<file path="src/rtl/serial_add_ctrl.sv">
// Bit-serial adder controller: one full-adder cell reused LSB-first, one bit per clock.
// Optional subtract mode when SERIAL_ADD_SUB_EN is defined (adds the 'sub' input).
module serial_add_ctrl #(
  parameter int unsigned WIDTH = 8
) (
  input  logic             clk,
  input  logic             rst_n,
  input  logic             start,
`ifdef SERIAL_ADD_SUB_EN
  input  logic             sub,
`endif
  input  logic [WIDTH-1:0] a,
  input  logic [WIDTH-1:0] b,
  output logic             busy,
  output logic             done,
  output logic [WIDTH-1:0] s,
  output logic             co
);

  localparam int unsigned CntW = (WIDTH > 1) ? $clog2(WIDTH) : 1;
  localparam logic [CntW-1:0] LastBit = CntW'(WIDTH - 1);

  typedef enum logic [1:0] {StIdle, StShift, StDone} state_e;

  state_e state_q, state_d;

  logic [WIDTH-1:0] a_sr_q, a_sr_d;
  logic [WIDTH-1:0] b_sr_q, b_sr_d;
  logic [WIDTH-2:0] res_q, res_d;
  logic [WIDTH-1:0] res_full;
  logic [CntW-1:0]  cnt_q, cnt_d;
  logic             carry_q, carry_d;
  logic [WIDTH-1:0] s_q, s_d;
  logic             co_q, co_d;

  logic accept;
  logic last_bit;
  logic sub_eff;

`ifdef SERIAL_ADD_SUB_EN
  assign sub_eff = sub;
`else
  assign sub_eff = 1'b0;
`endif

  // Full-adder cell built from two chained half adders plus an OR of their carries.
  logic ha0_s, ha0_c, ha1_s, ha1_c, cell_c;

  always_comb begin
    ha0_s  = a_sr_q[0] ^ b_sr_q[0];
    ha0_c  = a_sr_q[0] & b_sr_q[0];
    ha1_s  = ha0_s ^ carry_q;
    ha1_c  = ha0_s & carry_q;
    cell_c = ha0_c | ha1_c;
  end

  assign accept   = start && ((state_q == StIdle) || (state_q == StDone));
  assign last_bit = (cnt_q == LastBit);

  // Sum bits enter from the MSB end; after WIDTH shifts bit 0 sits at the bottom.
  assign res_full = {ha1_s, res_q};

  // State register
  always_ff @(posedge clk or negedge rst_n) begin
    if (!rst_n) begin
      state_q <= StIdle;
    end else begin
      state_q <= state_d;
    end
  end

  // Next-state logic
  always_comb begin
    state_d = state_q;
    unique case (state_q)
      StIdle:  if (start) state_d = StShift;
      StShift: if (last_bit) state_d = StDone;
      StDone:  state_d = start ? StShift : StIdle;
      default: state_d = StIdle;
    endcase
  end

  // Outputs
  always_comb begin
    busy = (state_q == StShift);
    done = (state_q == StDone);
    s    = s_q;
    co   = co_q;
  end

  // Datapath next-state
  always_comb begin
    a_sr_d  = a_sr_q;
    b_sr_d  = b_sr_q;
    res_d   = res_q;
    cnt_d   = cnt_q;
    carry_d = carry_q;
    s_d     = s_q;
    co_d    = co_q;
    if (accept) begin
      a_sr_d  = a;
      b_sr_d  = sub_eff ? ~b : b;
      carry_d = sub_eff;
      cnt_d   = '0;
      res_d   = '0;
    end else if (state_q == StShift) begin
      a_sr_d  = {1'b0, a_sr_q[WIDTH-1:1]};
      b_sr_d  = {1'b0, b_sr_q[WIDTH-1:1]};
      res_d   = res_full[WIDTH-1:1];
      carry_d = cell_c;
      cnt_d   = cnt_q + CntW'(1);
      if (last_bit) begin
        s_d  = res_full;
        co_d = cell_c;
      end
    end
  end

  always_ff @(posedge clk or negedge rst_n) begin
    if (!rst_n) begin
      a_sr_q  <= '0;
      b_sr_q  <= '0;
      res_q   <= '0;
      cnt_q   <= '0;
      carry_q <= 1'b0;
      s_q     <= '0;
      co_q    <= 1'b0;
    end else begin
      a_sr_q  <= a_sr_d;
      b_sr_q  <= b_sr_d;
      res_q   <= res_d;
      cnt_q   <= cnt_d;
      carry_q <= carry_d;
      s_q     <= s_d;
      co_q    <= co_d;
    end
  end

endmodule

</file>
<file path="config.mk">
export PLATFORM = sky130hd
export DESIGN_NAME = serial_add_ctrl
export DESIGN_NICKNAME = d
export VERILOG_FILES = /design/src/rtl/serial_add_ctrl.sv
export SDC_FILE = /design/constraint.sdc
export NUM_CORES = 1
export LEC_CHECK = 0
export ABC_AREA = 1
export ABC_CLOCK_PERIOD_IN_PS = 1700
export CORE_MARGIN = 2
export CORE_UTILIZATION = 37
export CTS_BUF_LIST = sky130_fd_sc_hd__clkbuf_8
export CTS_CLUSTER_DIAMETER = 50
export CTS_CLUSTER_SIZE = 12
export DETAILED_ROUTE_END_ITERATION = 6
export GPL_TIMING_DRIVEN = 0
export PLACE_DENSITY = 0.57
export SKIP_CTS_REPAIR_TIMING = 1
export SLEW_MARGIN = 20
export SYNTH_ARGS = -nofsm -noshare
export SYNTH_HDL_FRONTEND = slang
export SYNTH_SLANG_ARGS = --single-unit
</file>
<file path="constraint.sdc">
create_clock -name clk -period 1.7 [get_ports clk]
set_clock_uncertainty 0.2 [all_clocks]
set_input_delay 0.34 -clock clk [delete_from_list [all_inputs] [get_ports clk]]
set_output_delay 0.34 -clock clk [all_outputs]
set_load 0.005 [all_outputs]
</file>
== After elaboration in Yosys (flattened, before gate mapping) ==
Index checks and enable logic that the tools add are counted.

* Word-level logic and storage cells: 40
* Register bits: 38

* Bitwise gates (word level): 6
* Reductions and logical operators: 6
* Eq/ne operators: 5
* Muxes and demuxes: 14
* Add/subtract/negate cells: 1

{| class="wikitable"
|+ Operator list
! operator !! count
|-
| 2-to-1 mux 8 bit || 4
|-
| 2-to-1 mux 7 bit || 2
|-
| 2-to-1 mux 3 bit || 2
|-
| one-hot mux 2 bit (3 select lines) || 1
|-
| 2-to-1 mux 2 bit || 2
|-
| adder 3 x 1 -> 3 bit, second input constant || 1
|-
| equality test 3 bit, second input constant || 1
|-
| 2-to-1 mux 1 bit || 3
|-
| AND reduction 3 bit || 1
|-
| bitwise AND 1 bit || 2
|-
| equality test 2 x 1 -> 1 bit, second input constant || 1
|-
| equality test 2 bit, second input constant || 1
|-
| zero test 2 bit || 1
|-
| != test 2 x 1 -> 1 bit, second input constant || 1
|-
| != test 2 bit, second input constant || 1
|-
| AND reduction 2 bit || 1
|-
| nonzero test 2 bit || 1
|-
| bitwise XOR 1 bit || 2
|-
| logical AND 1 bit || 1
|-
| logical OR 1 bit || 1
|-
| inverter 1 bit || 1
|-
| OR 1 bit || 1
|}

== Longest topological paths before layout ==
Gate-level depths: netlist of the first run.

* Word-level depth: 5
* Depth in mapped cells: 7
* Mapped depth without buffers: 6

== Worst setup path after synthesis of the first run ==
No wires, ideal clock.

* Path type: reg2reg
* From: reg cnt_q[0]
* To: reg s_q[7] (netlist: s[7])
* Stages on the path, launching flop included: 7
* Buffers on the path: 0
* Required time: 1.383 ns
* Arrival: 1.008 ns
* Setup slack: 0.375 ns
* Cell sequence: dfrtp_1 -> ha_1 -> ha_1 -> inv_1 -> nor2_4 -> nand2_1 -> nand2_1

* Longest elaborated chain between the ends: 2

{| class="wikitable"
|+ RTL lines
! item !! line !! source
|-
| from (decl) || 31 || <nowiki>logic [CntW-1:0] cnt_q, cnt_d;</nowiki>
|-
| from (signal assigned) || 132 || <nowiki>cnt_q <= cnt_d;</nowiki>
|-
| equality test 3 bit || 58 || <nowiki>assign last_bit = (cnt_q == LastBit);</nowiki>
|-
| AND reduction 3 bit (no source line) || -- ||
|-
| to (signal assigned) || 126 || <nowiki>s_q <= '0;</nowiki>
|-
| to (signal assigned) || 134 || <nowiki>s_q <= s_d;</nowiki>
|-
| to (decl) || 33 || <nowiki>logic [WIDTH-1:0] s_q, s_d;</nowiki>
|}

No other way between the ends.
A chain may end at the register's enable or synchronous reset.

== Worst setup path after layout of the first run ==
* From: reg state_q[0]
* To: out busy

* Longest elaborated chain between the ends: 1

{| class="wikitable"
|+ RTL lines
! item !! line !! source
|-
| from (decl) || 25 || <nowiki>state_e state_q, state_d;</nowiki>
|-
| from (signal assigned) || 66 || <nowiki>state_q <= StIdle;</nowiki>
|-
| from (signal assigned) || 68 || <nowiki>state_q <= state_d;</nowiki>
|-
| equality test 2 x 1 -> 1 bit || 85 || <nowiki>busy = (state_q == StShift);</nowiki>
|-
| to (decl) || 14 || <nowiki>output logic busy,</nowiki>
|}

No other way between the ends.

==> results of run 1 <==
==> worst min-delay path, cell delays in order (launching register included) <==
cell	delay, ns
dfrtp_1	0.34
nand2_1	0.05
nand2_1	0.05
==> registers in the layout, summed over array words and instances, names as in the netlist <==
register and cells:
a_sr_q 8, b_sr_q 8, s 8, res_q 7
cnt_q 3, state_q 2, carry_q 1, co 1
==> report_power, final <==
part           internal, mW  leakage [nW]  switching (mW)
registers              1.32         0.478           0.251
logic                 0.925         0.756           0.928
clock network         0.326        0.0472           0.330
total                  2.58          1.28            1.51
==> routing by layer <==
| metal | track usage | vias up | wire length [um] |
|---|---|---|---|
| met3 | 0.0425 | 6 | 143 |
| met1 | 0.219 | 632 | 1870 |
| li1 | - | 714 | - |
| met5 | 0 | - | 0 |
| met4 | 0.0606 | 0 | 60 |
| met2 | 0.232 | 23 | 1600 |
==> final cells by class <==
cell class	count	area share
timing repair buffer	40	0.173
multi-input combinational	140	0.296
inverter	8	0.0138
clock buffer	6	0.0349
clock inverter	2	0.00529
buffer	10	0.0455
tap	54	0.0286
sequential	38	0.402
==> cell usage after synthesis <==
cell     count  area share
buf_12       1       0.011
buf_2        1      0.0028
buf_4        4       0.017
buf_6        4       0.025
dfrtp_1     38        0.53
fa_1         1       0.011
ha_1         2       0.014
inv_1        6       0.013
inv_2        2      0.0042
nand2_1     87        0.18
nand2_2      2      0.0070
nand2_4      1      0.0063
nand3_1     31       0.087
nand3_2     10       0.056
nor2_1       1      0.0021
nor2_4       3       0.019
o21ai_0      1      0.0028
o21ai_1      1      0.0028
==> logic make-up (layout without fill, tap and decap cells) <==
group / after synthesis / after routing / share of synthesized area
fa+ha+maj: 3 / 3 / 0.0253
flops: 38 / 38 / 0.534
buf+inv: 18 / 66 / 0.0731
compound gates: 2 / 2 / 0.00562
simple gates: 135 / 135 / 0.361
==> path summary, 6_finish.rpt <==
kind                            startpoint        end  slack (ns)
max in group asynchronous            rst_n  a_sr_q[5]        0.50
worst max register to register  state_q[0]  a_sr_q[1]        0.12
worst min-delay path                  s[0]       s[0]        0.27
min in group asynchronous            rst_n   res_q[2]        0.34
worst min register to register        s[0]       s[0]        0.27
worst max-delay path            state_q[0]       busy        0.03
==> cells in the final DEF (no fill, tap or decap) <==
master	instances
nand2_1	87
dfrtp_1	38
nand3_1	31
clkdlybuf4s50_1	17
buf_4	11
nand3_2	10
dlymetal6s2s_1	9
buf_6	7
inv_1	6
clkbuf_8	6
nor2_4	3
buf_2	3
nand2_2	2
ha_1	2
inv_4	1
inv_2	1
nor2_2	1
nand2_4	1
buf_12	1
o21ai_1	1
o21ai_0	1
fa_1	1
clkinv_2	1
clkinvlp_4	1
dlygate4sd3_1	1
buf_16	1
==> stage by stage <==
stage | power [mW] | area (um^2) | util | setup slack [ns]
after floorplan | 2.72 | 1780 | - | 0.375
after global placement | 3.27 | 2140 | 0.455 | -0.922
after detailed placement | 3.31 | 2160 | 0.460 | -0.243
after CTS | 3.98 | 2250 | 0.481 | -0.568
after global routing | 4.46 | 2360 | 0.504 | -0.0230
final | 4.08 | 2360 | 0.504 | 0.0309
==> flow_summary.ini, run 1 <==
[clocking]
clockBufferDepth = 2
worstSkewPairLatency_ns = 0.29
htreeDepth = 2
cts_tree = yes
numCtsBuffers = 5
cts_root_buf = clkbuf_8
path_clk_slew_ns = 0.08
cts.sinks = 38

[setup_path]
end_kind = output pin
cp.arrival_ns = 1.13
crit_path_max_fanout = 5
critical_path_class = register to output pin
critical-path-max-stage-delay_ns = 0.35
path_cells = buf_6 > inv_4 > nor2_4 > buf_6 > buf_6
crit_buf_inv = 4
crit_family = buffers and inverters
critical_path.startpoint_type = register
worst_path_max_delay_cell = dfrtp_1
cpMostUsedCell = buf_6
crit_cells = 5
required_ns = 1.16
r2r_cells = 7

[detailed_routing]
avgViaCountPerCell = 4.61
detail_route.iter0.violations = 63
first_pass_iters = 4
wire_per_inst_um = 12.3
wl_um = 3670
vias = 1375
post-route-drc-count = 0
postRouteAntennaNets = 0

[yosys]
syn_inst = 196
synth_cell_type_count = 18
syn_area_um2 = 1780
ys_seq_elements = 38
synth_warnings = 0
synthesis.nets = 218
ys_seq_area_frac = 0.534
postSynthAreaPerCell_um2 = 9.08

[floorplan]
num_io_pins = 30
dieArea_um2 = 5380
die_w_um = 73.3
core_area_um2 = 4690
rows = 25
die_y_um = 73.3
start_util = 0.379

[placed_design]
gp_congestion = 0.724
io_buffers = 29
place_hpwl_um = 2510
numPlacedInstances = 280

[sta]
final_hold_viol_count = 0
timing.final.crit_share = 0.982
maxSlewHeadroom = 0.675
worst_pin_slew_ns = 0.488
min_period_ns = 1.67
setup_viol = 0
fin_tns_setup_ns = 0
fmax_ghz = 0.599
grt_setup_unrepaired = true
whs_ns = 0.275
slew_violations = 0

[global_route]
grt_max_degree = 21
antenna_found_initial = 0
grt-ovfl-total = 0
grt.total_usage = 0.157
grt_pass1_vias = 1347
grt_pass1_wl_um = 6400

[power]
vdd_drop_max_v = 0.000601
p_per_area_nw_per_um2 = 1730
leakagePower_nw = 1.28

[min_path]
hp-class = register to register
min_path_cells = 2

[cells_and_area]
fillers = 487
multi_input_area_um2 = 701
syn_to_final_growth_pct = 32.8
diodes = 0
final_cells = 298
register_area_um2 = 951
fin_nets = 265
drive_gt1_frac = 0.205

[outcome]
status = finished, final reports clean

[run]
drv_cap = 0
(Power assumes the default switching activity.)
==> inputs of run 2 (changes only) <==
GPL_ROUTABILITY_DRIVEN = 0   (was default)
==> results of run 2 <==
The final DEF is identical to that of run 1; final timing and power are the same.
==> RTL edit 1, RTL diff (settings of run 1) <==
Take the reset off `a_sr_q`, `b_sr_q`, `res_q` and `s_q` and load them in a clocked block of their own.
--- a/src/rtl/serial_add_ctrl.sv
+++ b/src/rtl/serial_add_ctrl.sv
@@ -119,22 +119,21 @@
   always_ff @(posedge clk or negedge rst_n) begin
     if (!rst_n) begin
-      a_sr_q  <= '0;
-      b_sr_q  <= '0;
-      res_q   <= '0;
       cnt_q   <= '0;
       carry_q <= 1'b0;
-      s_q     <= '0;
       co_q    <= 1'b0;
     end else begin
-      a_sr_q  <= a_sr_d;
-      b_sr_q  <= b_sr_d;
-      res_q   <= res_d;
       cnt_q   <= cnt_d;
       carry_q <= carry_d;
-      s_q     <= s_d;
       co_q    <= co_d;
     end
   end
 
+  always_ff @(posedge clk) begin
+    a_sr_q <= a_sr_d;
+    b_sr_q <= b_sr_d;
+    res_q  <= res_d;
+    s_q    <= s_d;
+  end
+
 endmodule
 
Behaviour: differs if rst_n is asserted again (counterexample within 10 cycles, from zero or initial values and one cycle with rst_n low); with rst_n held inactive, the same outputs for 10 cycles.
==> RTL edit 1 against run 1 <==
- design area is 14% lower
- the run now ends with negative setup slack left
- combinational power is 39% lower
- total power is 16% lower
- core utilization is 0.92 points higher
- synthesized cell count is 28% lower
- global-route usage is 2.0 points lower
- register-to-register slack worse by 0.04 ns
- sequential cell count stayed put
- area after synthesis is 14% lower
- non-clock buffer count is 9 lower
- wire length is 24% lower
- setup slack worse by 0.080 ns
- count of clock-buffer cells in the layout stayed put
- highest routed layer unchanged
==> RTL edit 1: results (changes against run 1) <==
Placed design
  • Placer congestion estimate: 0.753 (+4.1%)
  • Dpl cell area: 1880 sq um (-13%)
  • Setup Slack @ Placement: -0.486 ns (-0.243 ns)
  • Inst Count DP: 221 (-21%)

Synthesis
  • Count of different cell masters after synthesis: 16 (-2)
  • EDFF count, synth: 24 (+24)
  • Mean Syn Cell Area: 10.7 sq um (+18%)
  • Post-synthesis sequential area ratio: 68.0% (+15 points)
  • Synthesized net count: 164 (-25%)
  • Cell taking the most area after synthesis: edfxtp_1
  • Ys async rst share: 18.4% (-82 points)
  • Most frequent cells after synthesis: nand2_1, nand3_1, edfxtp_1

Clock tree
  • TritonCTS Buffers: 5 (unchanged)

Routing
  • Drt wl/cell: 11.9 um (-3.6%)
  • Iter 0 DRT Violations: 36 (-43%)
  • Drt total wl: 2.78 mm (-24%)
  • Detail Route met3 WL: 150 um (+4.9%)
  • Met2 wire length: 1.35 mm (-15%)
  • Via count: 1080 (-21%)
  • Met1 wire length: 1.22 mm (-35%)

Layout
  • Layout cells sized above 1: 14.7% (-5.8 points)
  • Area of the multi-input gates: 417 sq um (-41%)
  • NumNets Final: 205 (-23%)

Worst setup path
  • R2R Setup Slk: 0.08 ns (-0.04 ns)
  • CP max stage delay: 0.45 ns (+0.10 ns)
  • Slowest cell on the critical path: dfrtp_2
  • Worst Path Max Fanout: 7 (+2)
  • CP delay by family, top: flip-flops
  • Arr. time, crit path: 1.21 ns (+0.08 ns)

Power
  • P_seq: 1.69 mW (+8%)
  • P_int: 2.33 mW (-9.6%)
  • Switching pwr: 1.12 mW (-26%)
  • Leakage: 0.990 nW (-23%)
  • Clock power share: 18.3% (+2.2 points)

Status
  • Failing checks: negative setup slack
  • Status: complete, but fails checks

Global route
  • GRT Util Overall: 13.7% (-2.0 points)
  • Vias in the first global route: 998 (-26%)
  • Met3 usage: 5.59% (+1.3 points)
  • Met1 Resource Use GR: 16.3% (-5.6 points)
  • GR Util met2: 21.5% (-1.7 points)
  • Pin count of the biggest net entering global routing: 17 (-19%)
  • First-pass GRT wire length: 4.48 mm (-30%)

STA
  • Final setup fails: 1 (+1)
  • Post-route worst setup slack: -0.0487 ns (-0.0796 ns)
  • Rel. slew slack: 77.7% (+10 points)
  • Hold_ws: 0.106 ns (-0.169 ns)

Worst hold path
  • Min-delay worst type: in2async
[RTL edit 1: final timing paths]
check / start / end / cells past startpoint
min in group clk: res_q[0] / s[0] / 0
worst max register to register: state_q[0] / a_sr_q[5] / 5
worst max-delay path: state_q[0] / busy / 4
worst min-delay path: rst_n / cnt_q[2] / 1
worst min register to register: res_q[0] / s[0] / 0
max in group asynchronous: rst_n / state_q[0] / 1
[RTL edit 1: cell type report]
class | count | share of cell area (%)
Inverter | 8 | 1.47
Timing Repair Buffer | 34 | 17.0
Tap cell | 50 | 3.07
Buffer | 7 | 2.64
Clock inverter | 2 | 0.430
Clock buffer | 6 | 4.05
Sequential cell | 38 | 50.9
Multi-Input combinational cell | 89 | 20.5
[RTL edit 1: cell families (layout without fill, tap and decap cells)]
logic type               count (synthesis)  count (layout)  share of synthesized area [%]
buffers and inverters                   15              57                           5.26
flip-flops                              38              38                           68.0
adder cells (fa/ha/maj)                  3               3                           2.96
AO/OA/AOI/OAI                            1               1                          0.328
AND/OR/NAND/NOR                         85              85                           23.4
==> RTL edit 2, RTL diff (flow settings as in run 1) <==
Made on the original files. Build with the macro `SERIAL_ADD_SUB_EN` defined.
--- a/src/rtl/serial_add_ctrl.sv
+++ b/src/rtl/serial_add_ctrl.sv
@@ -1,4 +1,6 @@
 // Bit-serial adder controller: one full-adder cell reused LSB-first, one bit per clock.
 // Optional subtract mode when SERIAL_ADD_SUB_EN is defined (adds the 'sub' input).
+`define SERIAL_ADD_SUB_EN
+
 module serial_add_ctrl #(
   parameter int unsigned WIDTH = 8
Interface: changed (added sub); port bits go from 30 to 31. The function was not compared with the original's and may differ.
==> RTL edit 2 against run 1 <==
- core utilization increased by 2.1 points
- design area decreased by 1.3%
- wire length decreased by 0.84%
- via count increased by 4.3%
- setup slack got worse by 0.0036 ns
- total power decreased by 2.3%
- critical endpoint is now s[6]
- fmax decreased by 0.22%
- largest power group unchanged
- hold slack got worse by 0.0094 ns
- critical path type unchanged
- area after synthesis decreased by 2.0%
- sequential cell count unchanged
- sequential share of layout area increased by 0.62 points
- highest routed layer unchanged
- global-route usage increased by 0.089 points
==> RTL edit 2: results (changes against run 1) <==
Placed design
  • Inst Count DP: 289 (+3.2%)
  • Placed wire-length estimate: 2.52 mm (+0.14%)
  • Placer congestion estimate: 0.737 (+1.8%)
  • Setup Slack @ Placement: -0.328 ns (-0.0843 ns)

Global route
  • GR Util met2: 22.8% (-0.39 points)
  • GRT Util Overall: 15.8% (+0.089 points)
  • Most used routing layer: met1
  • Met1 Resource Use GR: 23.3% (+1.4 points)
  • Met3 usage: 3.87% (-0.38 points)
  • First-pass GRT wire length: 6.44 mm (+0.64%)
  • Pin count of the biggest net entering global routing: 22 (+4.8%)

Power
  • Clock power share: 16.6% (+0.5 points)
  • Leakage: 1.29 nW (+0.81%)
  • Power after layout: 3.99 mW (-2.3%)
  • Max VDD drop: 0.000683 V (+14%)

Synthesis
  • Synth top area cells: dfrtp_1, nand2_1, nand3_1
  • Mean Syn Cell Area: 8.42 sq um (-7.2%)
  • Most frequent cells after synthesis: nand2_1, dfrtp_1, inv_1
  • Count of different cell masters after synthesis: 22 (+4)

Layout
  • NumNets Final: 277 (+4.5%)
  • Layout cells sized above 1: 15.3% (-5.2 points)
  • Fill cell count: 455 (-6.6%)

Worst setup path
  • Crit path to: s[6]
  • R2R Setup Slk: 0.14 ns (+0.02 ns)
  • R2R Path End: b_sr_q[3]
  • Worst Path Max Fanout: 2 (-3)
  • Worst setup startpoint: s[6]
  • CP max stage delay: 0.50 ns (+0.15 ns)
  • Slowest cell on the critical path: clkdlybuf4s50_1

Routing
  • Via count: 1434 (+4.3%)
  • Met1 wire length: 1.90 mm (+1.3%)
  • Met2 wire length: 1.56 mm (-2.3%)
  • Detail Route met3 WL: 141 um (-1.4%)
  • Iter 0 DRT Violations: 94 (+49%)
  • Drt wl/cell: 11.9 um (-3.8%)

STA
  • Fmax achieved: 0.598 GHz (-0.22%)

Worst hold path
  • Min-delay worst type: in2reg
  • Hold Path End: b_sr_q[2]
  • Worst hold stages: 4 (+2)

Status
  • Status: finished, final reports clean
==> RTL edit 2: cell types whose count changed in the layout (fill, tap and decap cells not counted), moves of 6 or more <==
cell     delta
buf_6       -6
inv_1      +16
nand3_1    -11
nand3_2    -10
o21ai_1     +8
o22ai_1     +7
==> RTL edit 2: layout make-up <==
class / instances / area (sq um) / area share, %
timing repair buffer: 41 / 413 / 17.7
clock buffer: 6 / 82.6 / 3.54
buffer: 6 / 48.8 / 2.09
multi-input combinational: 138 / 664 / 28.5
inverter: 24 / 93.8 / 4.02
clock inverter: 2 / 12.5 / 0.536
sequential: 38 / 953 / 40.9
tap: 52 / 65.1 / 2.79
==> RTL edit 2: cell families (layout without fill, tap and decap cells) <==
kind of cell / count (synthesis) / count (layout) / synth area share (%)
xor+xnor: 1 / 1 / 0.503
fa+ha+maj: 3 / 3 / 2.58
simple gates: 114 / 114 / 28.4
compound gates: 20 / 20 / 6.24
flops: 38 / 38 / 54.6
buf+inv: 31 / 79 / 7.75
